File: src/rtl/mem_access_unit.sv
// Memory-stage load/store engine: alignment check, SRAM-like two-phase bus handshake and
// load extension. Define LWLR_EN to add LWL/LWR/SWL/SWR (unaligned word merge) support.
module mem_access_unit (
   input  logic        clk,
   input  logic        rset,
   input  logic        mem_read,
   input  logic        mem_write,
   input  logic [1:0]  mem_size,
   input  logic        load_unsigned,
   input  logic [1:0]  lr_op,
   input  logic [31:0] addr,
   input  logic [31:0] wdata,
   input  logic [31:0] rt_old,
   input  logic        flush,
   input  logic        pipe_go,
   output logic        data_req,
   output logic        data_wr,
   output logic [1:0]  data_size,
   output logic [31:0] data_addr,
   output logic [31:0] data_wdata,
   input  logic        data_addr_ok,
   input  logic        data_data_ok,
   input  logic [31:0] data_rdata,
   output logic [31:0] load_result,
   output logic        mem_stall,
   output logic        adel,
   output logic        ades,
   output logic [31:0] badvaddr
);
   localparam logic [2:0] ST_IDLE  = 3'd0;
   localparam logic [2:0] ST_REQ   = 3'd1;
   localparam logic [2:0] ST_WAIT  = 3'd2;
   localparam logic [2:0] ST_DONE  = 3'd3;
   localparam logic [2:0] ST_DRAIN = 3'd4;

   logic [2:0]  state_r;
   logic [2:0]  state_nxt_s;
   logic [31:0] rdata_q_r;
   logic        lr_left_s;
   logic        lr_right_s;
   logic        lr_s;
   logic        size_half_s;
   logic        size_word_s;
   logic        misaligned_s;
   logic        access_s;
   logic        capture_s;
   logic        req_s;
   logic        stall_s;
   logic [31:0] shifted_s;
   logic [31:0] ext_norm_s;
   logic [31:0] ext_s;

`ifdef LWLR_EN
   assign lr_left_s  = (lr_op == 2'd1);
   assign lr_right_s = (lr_op == 2'd2);
`else
   logic [33:0] unused_lr_s;
   assign unused_lr_s = {lr_op, rt_old};
   assign lr_left_s   = 1'b0;
   assign lr_right_s  = 1'b0;
`endif

   assign lr_s         = lr_left_s | lr_right_s;
   assign size_half_s  = (mem_size == 2'd1);
   assign size_word_s  = mem_size[1];
   // Unaligned-word ops are word-aligned by construction and can never fault
   assign misaligned_s = ~lr_s & ((size_half_s & addr[0]) |
                                  (size_word_s & (addr[1:0] != 2'b00)));
   assign access_s     = (mem_read | mem_write) & ~misaligned_s & ~flush;

   assign data_wr  = mem_write;
   assign badvaddr = addr;
   assign adel     = rset & mem_read & misaligned_s;
   assign ades     = rset & mem_write & misaligned_s;

   // Bus request fields; unaligned-word ops rewrite address, size and lane placement
   always_comb begin
      data_addr = addr;
      data_size = size_word_s ? 2'd2 : mem_size;
      case (mem_size)
         2'd0:    data_wdata = {4{wdata[7:0]}};
         2'd1:    data_wdata = {2{wdata[15:0]}};
         default: data_wdata = wdata;
      endcase
`ifdef LWLR_EN
      if (lr_s & mem_read) begin
         data_addr = {addr[31:2], 2'b00};
         data_size = 2'd2;
      end else if (lr_left_s & mem_write) begin
         data_addr = {addr[31:2], 2'b00};
         case (addr[1:0])
            2'd0:    begin data_size = 2'd0; data_wdata = {24'd0, wdata[31:24]}; end
            2'd1:    begin data_size = 2'd1; data_wdata = {16'd0, wdata[31:16]}; end
            2'd2:    begin data_size = 2'd2; data_wdata = {8'd0, wdata[31:8]};   end
            default: begin data_size = 2'd2; data_wdata = wdata;                 end
         endcase
      end else if (lr_right_s & mem_write) begin
         data_addr = addr;
         case (addr[1:0])
            2'd0:    begin data_size = 2'd2; data_wdata = wdata;                 end
            2'd1:    begin data_size = 2'd2; data_wdata = {wdata[23:0], 8'd0};  end
            2'd2:    begin data_size = 2'd1; data_wdata = {wdata[15:0], 16'd0}; end
            default: begin data_size = 2'd0; data_wdata = {wdata[7:0], 24'd0};  end
         endcase
      end else begin
         data_addr = addr;
      end
`endif
   end

   assign shifted_s = data_rdata >> {addr[1:0], 3'b000};

   // Byte/halfword lane select followed by sign or zero extension
   always_comb begin
      case (mem_size)
         2'd0:    ext_norm_s = {{24{~load_unsigned & shifted_s[7]}}, shifted_s[7:0]};
         2'd1:    ext_norm_s = {{16{~load_unsigned & shifted_s[15]}}, shifted_s[15:0]};
         default: ext_norm_s = data_rdata;
      endcase
   end

`ifdef LWLR_EN
   // LWL/LWR merge of the loaded bytes into the old rt value
   always_comb begin
      if (lr_left_s) begin
         case (addr[1:0])
            2'd0:    ext_s = {data_rdata[7:0], rt_old[23:0]};
            2'd1:    ext_s = {data_rdata[15:0], rt_old[15:0]};
            2'd2:    ext_s = {data_rdata[23:0], rt_old[7:0]};
            default: ext_s = data_rdata;
         endcase
      end else if (lr_right_s) begin
         case (addr[1:0])
            2'd0:    ext_s = data_rdata;
            2'd1:    ext_s = {rt_old[31:24], data_rdata[31:8]};
            2'd2:    ext_s = {rt_old[31:16], data_rdata[31:16]};
            default: ext_s = {rt_old[31:8], data_rdata[31:24]};
         endcase
      end else begin
         ext_s = ext_norm_s;
      end
   end
`else
   assign ext_s = ext_norm_s;
`endif

   // Transaction sequencing, bus request and pipeline stall
   always_comb begin
      state_nxt_s = state_r;
      req_s       = 1'b0;
      stall_s     = 1'b0;
      capture_s   = 1'b0;
      case (state_r)
         ST_IDLE: begin
            req_s   = access_s;
            stall_s = access_s;
            if (access_s) begin
               state_nxt_s = data_addr_ok ? ST_WAIT : ST_REQ;
            end else begin
               state_nxt_s = ST_IDLE;
            end
         end
         ST_REQ: begin
            req_s   = 1'b1;
            stall_s = 1'b1;
            if (data_addr_ok) begin
               state_nxt_s = ST_WAIT;
            end else if (flush) begin
               state_nxt_s = ST_IDLE;
            end else begin
               state_nxt_s = ST_REQ;
            end
         end
         ST_WAIT: begin
            stall_s   = ~data_data_ok;
            capture_s = data_data_ok;
            if (data_data_ok) begin
               state_nxt_s = (pipe_go | flush) ? ST_IDLE : ST_DONE;
            end else if (flush) begin
               state_nxt_s = ST_DRAIN;
            end else begin
               state_nxt_s = ST_WAIT;
            end
         end
         ST_DONE: begin
            state_nxt_s = (pipe_go | flush) ? ST_IDLE : ST_DONE;
         end
         ST_DRAIN: begin
            stall_s     = 1'b1;
            state_nxt_s = data_data_ok ? ST_IDLE : ST_DRAIN;
         end
         default: begin
            state_nxt_s = ST_IDLE;
         end
      endcase
   end

   assign data_req    = rset & req_s;
   assign mem_stall   = rset & stall_s;
   assign load_result = ~rset ? 32'd0 : (capture_s ? ext_s : rdata_q_r);

   // State and captured load data; a drained response never reaches rdata_q_r
   always_ff @(posedge clk) begin
      if (!rset) begin
         state_r   <= ST_IDLE;
         rdata_q_r <= 32'd0;
      end else begin
         state_r <= state_nxt_s;
         if (capture_s) begin
            rdata_q_r <= ext_s;
         end
      end
   end
endmodule

File: config.mk
export PLATFORM = sky130hd
export DESIGN_NAME = mem_access_unit
export DESIGN_NICKNAME = d
export VERILOG_FILES = /design/src/rtl/mem_access_unit.sv
export SDC_FILE = /design/constraint.sdc
export NUM_CORES = 1
export LEC_CHECK = 0
export ABC_AREA = 1
export BUFFER_PORTS_ARGS = -buffer_cell sky130_fd_sc_hd__buf_2
export CAP_MARGIN = 20
export CORE_AREA = 2 2 108 110
export CTS_BUF_LIST = sky130_fd_sc_hd__clkbuf_16
export CTS_CLUSTER_SIZE = 8
export DETAILED_ROUTE_END_ITERATION = 10
export DIE_AREA = 0 0 110 112
export SLEW_MARGIN = 20
export SYNTH_ARGS = -nofsm -noshare
export SYNTH_HDL_FRONTEND = slang
export SYNTH_SLANG_ARGS = --single-unit
export TNS_END_PERCENT = 1
File: constraint.sdc
create_clock -name clk -period 3.16 [get_ports clk]
set_input_delay 0.632 -clock clk [delete_from_list [all_inputs] [get_ports clk]]
set_output_delay 0.632 -clock clk [all_outputs]
set_load 0.03 [all_outputs]
==> results of run 1 <==
Yosys cell counts:
master	instances
nand4_1	2
o22ai_1	7
a21oi_2	11
nor3_1	5
a31oi_1	8
a21oi_1	25
o21ai_1	2
clkbuf_1	9
a22oi_1	1
o21ai_0	64
nand2_4	1
nand3_2	3
nor3_4	1
clkinv_4	1
nand3b_2	1
nor2_2	2
inv_6	1
nand3_1	8
dfxtp_1	35
nand2_1	113
nand2_2	2
inv_1	33
buf_4	77
or2_2	2
o211ai_1	9
inv_2	5
nor2_1	18
buf_2	7
buf_8	1
buf_6	3
power by group:
part	switching, uW	internal, uW
Combinational	283	126
Clock	185	287
Sequential	4.07	455
Total	472	868
state kept, by name (all words and copies together) (netlist names):
| register | count |
|---|---|
| state_r | 3 |
| rdata_q_r | 32 |
kinds of logic (layout without fill, tap and decap cells):
family          Yosys count  in the layout  share of synthesized area, %
buf+inv                 137            204                          29.0
other cells               0              4                             0
flops                    35             35                          23.7
simple gates            158            158                          22.9
compound gates          127            127                          24.4
cell type report:
cell class                 instances  area share [%]
multi-input combinational        285            41.2
timing repair buffer             156            23.7
sequential                        35            20.6
tap                              143            5.27
inverter                          40            4.71
clock buffer                       5            3.68
clock inverter                     3           0.479
antenna                            4           0.295
per-stage QoR:
step	std cells	power (uW)
2_1_floorplan	457	888
3_3_place_gp	659	878
3_5_place_dp	659	880
4_1_cts	667	1360
5_1_grt	668	1410
6_report	671	1340
path summary, 6_finish.rpt:
kind              cells after the start           from              end  slack (ns)
setup / recovery                     10        addr[0]  load_result[16]        0.37
hold / removal                        2  rdata_q_r[31]    rdata_q_r[31]        0.55
setup reg to reg                      7     state_r[1]     rdata_q_r[6]        1.44
hold reg to reg                       2  rdata_q_r[31]    rdata_q_r[31]        0.55
tightest hold or removal path: cells and delay by family (launching register included):
| kind | cells | cell delay, ns |
|---|---|---|
| compound gates | 2 | 0.20 |
| flops | 1 | 0.29 |
per-layer routing:
layer	GRT usage, %	wire (um)
met1	21.1	4410
met2	27.2	4830
met3	4.16	802
met4	8.27	392
met5	0	0
==> results.sh, run 1 <==
export IMPL_p_per_area_mw_per_mm2=394
export IMPL_cts_hold_buf=0
export IMPL_cp_common_cell="nand2_1"
export IMPL_crit_path_cell_trace="buf_2 -> nand2_1 -> nand3_2 -> nand3_2 -> nand2_1 -> inv_2 -> nand2_4 -> nand2_1 -> a21oi_1 -> buf_2"
export IMPL_finalWirelength_um=10400
export IMPL_netlist_area_leader_share_pct=23.7
export IMPL_layout_commonest_cell="buf_2"
export IMPL_core_sq_mm=0.0112
export IMPL_start_util_pct=26.4
export IMPL_rsz0062_at_grt="false"
export IMPL_wl_per_cell_um=15.5
export IMPL_place_hpwl_um=8610
export IMPL_nNetsFinal=664
export IMPL_first_global_vias=3039
export IMPL_synth_seq_area_share_pct=23.7
export IMPL_crit_type="input port to primary output"
export IMPL_critical_path_buf_inv_count=3
export IMPL_place_gp_congestion=0.914
export IMPL_syn2layout_area_growth_pct=15.1
export IMPL_pre_cts_slack_ns=0.347
export IMPL_max_freq_mhz=359
export IMPL_synth_avg_cell_area_sq_um=6.46
export IMPL_arrival_ns=2.16
export IMPL_portBuffers=151
export IMPL_vias=3094
export IMPL_crit_family="buffers and inverters"
export IMPL_cts_tree="built"
export IMPL_drc_errors=0
export IMPL_max_cap_violations=0
export IMPL_grt_pass1_wl_um=16200
export IMPL_synth_cells=457
export IMPL_overflow=0
export IMPL_fin_setup_tns_ns=0
export IMPL_dieArea_sq_mm=0.0123
export IMPL_regArea_sq_um=701
export IMPL_cts_sink_count=35
export IMPL_cts_resized_gates=0
export IMPL_fin_ws_ns=0.373
export IMPL_yosysWarnings=0
export IMPL_skew_ns=0.00293
export IMPL_synth_seq_cells=35
export IMPL_crit_required_ns=2.53
export IMPL_fin_crit_sh_pct=88.2
export IMPL_viasPerCell=4.61
export IMPL_cp_end_kind="primary output"
export IMPL_multi_input_area_sq_mm=0.00140
export IMPL_ys_top_cells_by_area="dfxtp_1, buf_4, nand2_1"
export IMPL_drive_above_1_share_pct=36.8
export IMPL_post_route_util_pct=30.4
export IMPL_fin_crit_ns=2.79
export IMPL_cts_root_buf="clkbuf_16"
export IMPL_cpMaxStageDelayCell="buf_2"
export IMPL_max_stage_delay_ns=0.41
export IMPL_dr_pass1_iters=4
export IMPL_hold_ws_ns=0.545
export IMPL_min_delay_path_class="flop to flop"
export IMPL_synth_largest_area_cell="dfxtp_1"
export IMPL_final_antenna_net_count=0
export IMPL_p_leak_uw=0.00177
export IMPL_finalMaxSlewViolations=0
export IMPL_cp_max_fo=30
export IMPL_ys_types=30
export IMPL_antenna_found_initial=2
export IMPL_tightestPinTransition_ns=0.504
export IMPL_start_kind="input port"
export IMPL_hold_violations=0
export IMPL_clk_latency_ns=0.28
export IMPL_grt_max_degree=38
export IMPL_placed_area_sq_mm=0.00325
export IMPL_synth_area_sq_mm=0.00295
export IMPL_dieWidth_um=110
export IMPL_rows=39
export IMPL_drt_iter0_drc=143
export IMPL_status="finished clean"
export IMPL_relSlewSlack_pct=66.4
export IMPL_ioPinCount=276
export IMPL_clockBufferDepth=2
export IMPL_ir_drop_uv=168
export IMPL_h_tree_depth=2
export IMPL_final_fill_count=1256
export IMPL_fp_dieH_um=112
export IMPL_cts_setup_buffers=0
export IMPL_grt_total_usage_pct=17.0
export IMPL_setup_violations=0
export IMPL_stdcell_area_sq_mm=0.00340
export IMPL_layout_common_cells="buf_2, nand2_1, o21ai_0"
export IMPL_numCtsBuffers=5
export IMPL_syn_nets=598
export IMPL_clkTransAtPathRegs_ns=0.06
Note: power is estimated with default switching activity, not from simulation.
==> run 2: changes to the inputs <==
--- a/config.mk
+++ b/config.mk
@@ -13,6 +13,7 @@
 export CTS_CLUSTER_SIZE = 8
 export DETAILED_ROUTE_END_ITERATION = 10
 export DIE_AREA = 0 0 110 112
+export PLACE_DENSITY = 0.69
 export SLEW_MARGIN = 20
 export SYNTH_ARGS = -nofsm -noshare
 export SYNTH_HDL_FRONTEND = slang
==> run 2 against run 1 <==
Net effect: sequential cell count unchanged; final area down 0.22%; non-clock buffer count up 1; fmax up 4.0%; critical endpoint is now load_result[4].
==> results.sh, run 2 (synthesis results as in run 1) <==
export IMPL_status="finished clean"
export IMPL_hold_ws_ns=0.544
export IMPL_clockBufferDepth=2
export IMPL_pwr_share_seq_pct=34.5
export IMPL_wl_per_cell_um=14.9
export IMPL_final_fill_count=1251
export IMPL_fin_crit_ns=2.68
export IMPL_max_cap_violations=0
export IMPL_drt_iter0_drc=212
export IMPL_reg_largest_list="rdata_q_r (32), state_r (3)"
export IMPL_setup_violations=0
export IMPL_h_tree_depth=2
export IMPL_dieArea_sq_mm=0.0123
export IMPL_dr_pass1_iters=4
export IMPL_final_antenna_net_count=0
export IMPL_min_delay_path_class="flop to flop"
export IMPL_layout_common_cells="buf_2, nand2_1, o21ai_0"
export IMPL_vias=3087
export IMPL_fin_setup_tns_ns=0
export IMPL_drive_above_1_share_pct=36.8
export IMPL_finalWirelength_um=9950
export IMPL_dieWidth_um=110
export IMPL_grt_pass1_wl_um=15400
export IMPL_p_clk_share_pct=34.9
export IMPL_relSlewSlack_pct=67.6
export IMPL_finalMaxSlewViolations=0
export IMPL_tightestPinTransition_ns=0.486
export IMPL_p_leak_uw=0.00177
export IMPL_hold_violations=0
export IMPL_cp_max_fo=17
export IMPL_start_util_pct=26.4
export IMPL_rows=39
export IMPL_cts_sink_count=35
export IMPL_ir_drop_uv=175
export IMPL_layout_commonest_cell="buf_2"
export IMPL_crit_type="input port to primary output"
export IMPL_cts_resized_gates=0
export IMPL_cts_setup_buffers=0
export IMPL_max_freq_mhz=373
export IMPL_syn2layout_area_growth_pct=14.8
export IMPL_antenna_found_initial=4
export IMPL_cts_root_buf="clkbuf_16"
export IMPL_skew_ns=0.00156
export IMPL_largest_register="rdata_q_r"
export IMPL_arrival_ns=2.05
export IMPL_clk_latency_ns=0.28
export IMPL_grt_max_degree=59
export IMPL_combPwrFrac_pct=30.6
export IMPL_place_gp_congestion=0.857
export IMPL_viasPerCell=4.62
export IMPL_fin_ws_ns=0.481
export IMPL_overflow=0
export IMPL_cp_end_kind="primary output"
export IMPL_nNetsFinal=665
export IMPL_swShare_pct=35.0
export IMPL_pre_cts_slack_ns=0.455
export IMPL_cts_hold_buf=0
export IMPL_numCtsBuffers=5
export IMPL_p_switching_uw=467
export IMPL_clkTransAtPathRegs_ns=0.05
export IMPL_instances_no_fill=668
export IMPL_fp_dieH_um=112
export IMPL_p_int_uw=865
export IMPL_portBuffers=151
export IMPL_drc_errors=0
export IMPL_core_sq_mm=0.0112
export IMPL_largest_register_ffs=32
export IMPL_place_hpwl_um=7970
export IMPL_cts_tree="built"
export IMPL_ioPinCount=276
export IMPL_post_route_util_pct=30.3
export IMPL_grt_total_usage_pct=16.2
export IMPL_dp_cells=660
export IMPL_first_global_vias=2905
export IMPL_crit_required_ns=2.53
export IMPL_start_kind="input port"
export IMPL_p_per_area_mw_per_mm2=393
export IMPL_rsz0062_at_grt="false"
export IMPL_fin_crit_sh_pct=84.8
==> run 2: final cells by class <==
cell class	instances	area [sq um]	area share (%)
inverter	40	160	4.72
clock buffer	5	125	3.69
clock inverter	2	8.76	0.258
tap	143	179	5.28
antenna	1	2.50	0.0738
multi-input combinational	285	1400	41.3
timing repair buffer	157	813	24.0
sequential	35	701	20.7
==> run 2: path summary, 6_finish.rpt <==
path	start	slack, ns	cells after the start	endpoint
hold reg to reg	rdata_q_r[6]	0.54	2	rdata_q_r[6]
setup reg to reg	state_r[1]	1.62	8	rdata_q_r[11]
setup / recovery	addr[0]	0.48	9	load_result[4]
hold / removal	rdata_q_r[6]	0.54	2	rdata_q_r[6]
==> run 2: per-layer routing <==
layer	track usage (%)	wire length (um)
met1	18.6	4060
met2	28.2	4790
met3	5.04	805
met4	4.98	261
met5	0	41
==> run 2: critical path: stages <==
cell and delay, ns:
buf_2 0.26, buf_4 0.26, a21oi_1 0.08, o21ai_0 0.11, o21ai_0 0.14, nand2_1 0.07
o21ai_0 0.07, a21oi_1 0.19, buf_2 0.23
==> run 2: per-stage QoR <==
stage	cell area (sq um)	power, uW
6_report	3390	1330
5_1_grt	3390	1400
4_1_cts	3390	1340
3_5_place_dp	3250	878
3_3_place_gp	3250	877
2_1_floorplan	2950	888
==> run 2: power groups by stage <==
| stage | Combinational, uW | Sequential, uW | Clock (uW) |
|---|---|---|---|
| 3_3_place_gp | 409 | 468 | 0 |
| 5_1_grt | 449 | 460 | 493 |
| 2_1_floorplan | 420 | 468 | 0 |
| 6_report | 408 | 459 | 465 |
| 4_1_cts | 411 | 459 | 468 |
| 3_5_place_dp | 410 | 469 | 0 |
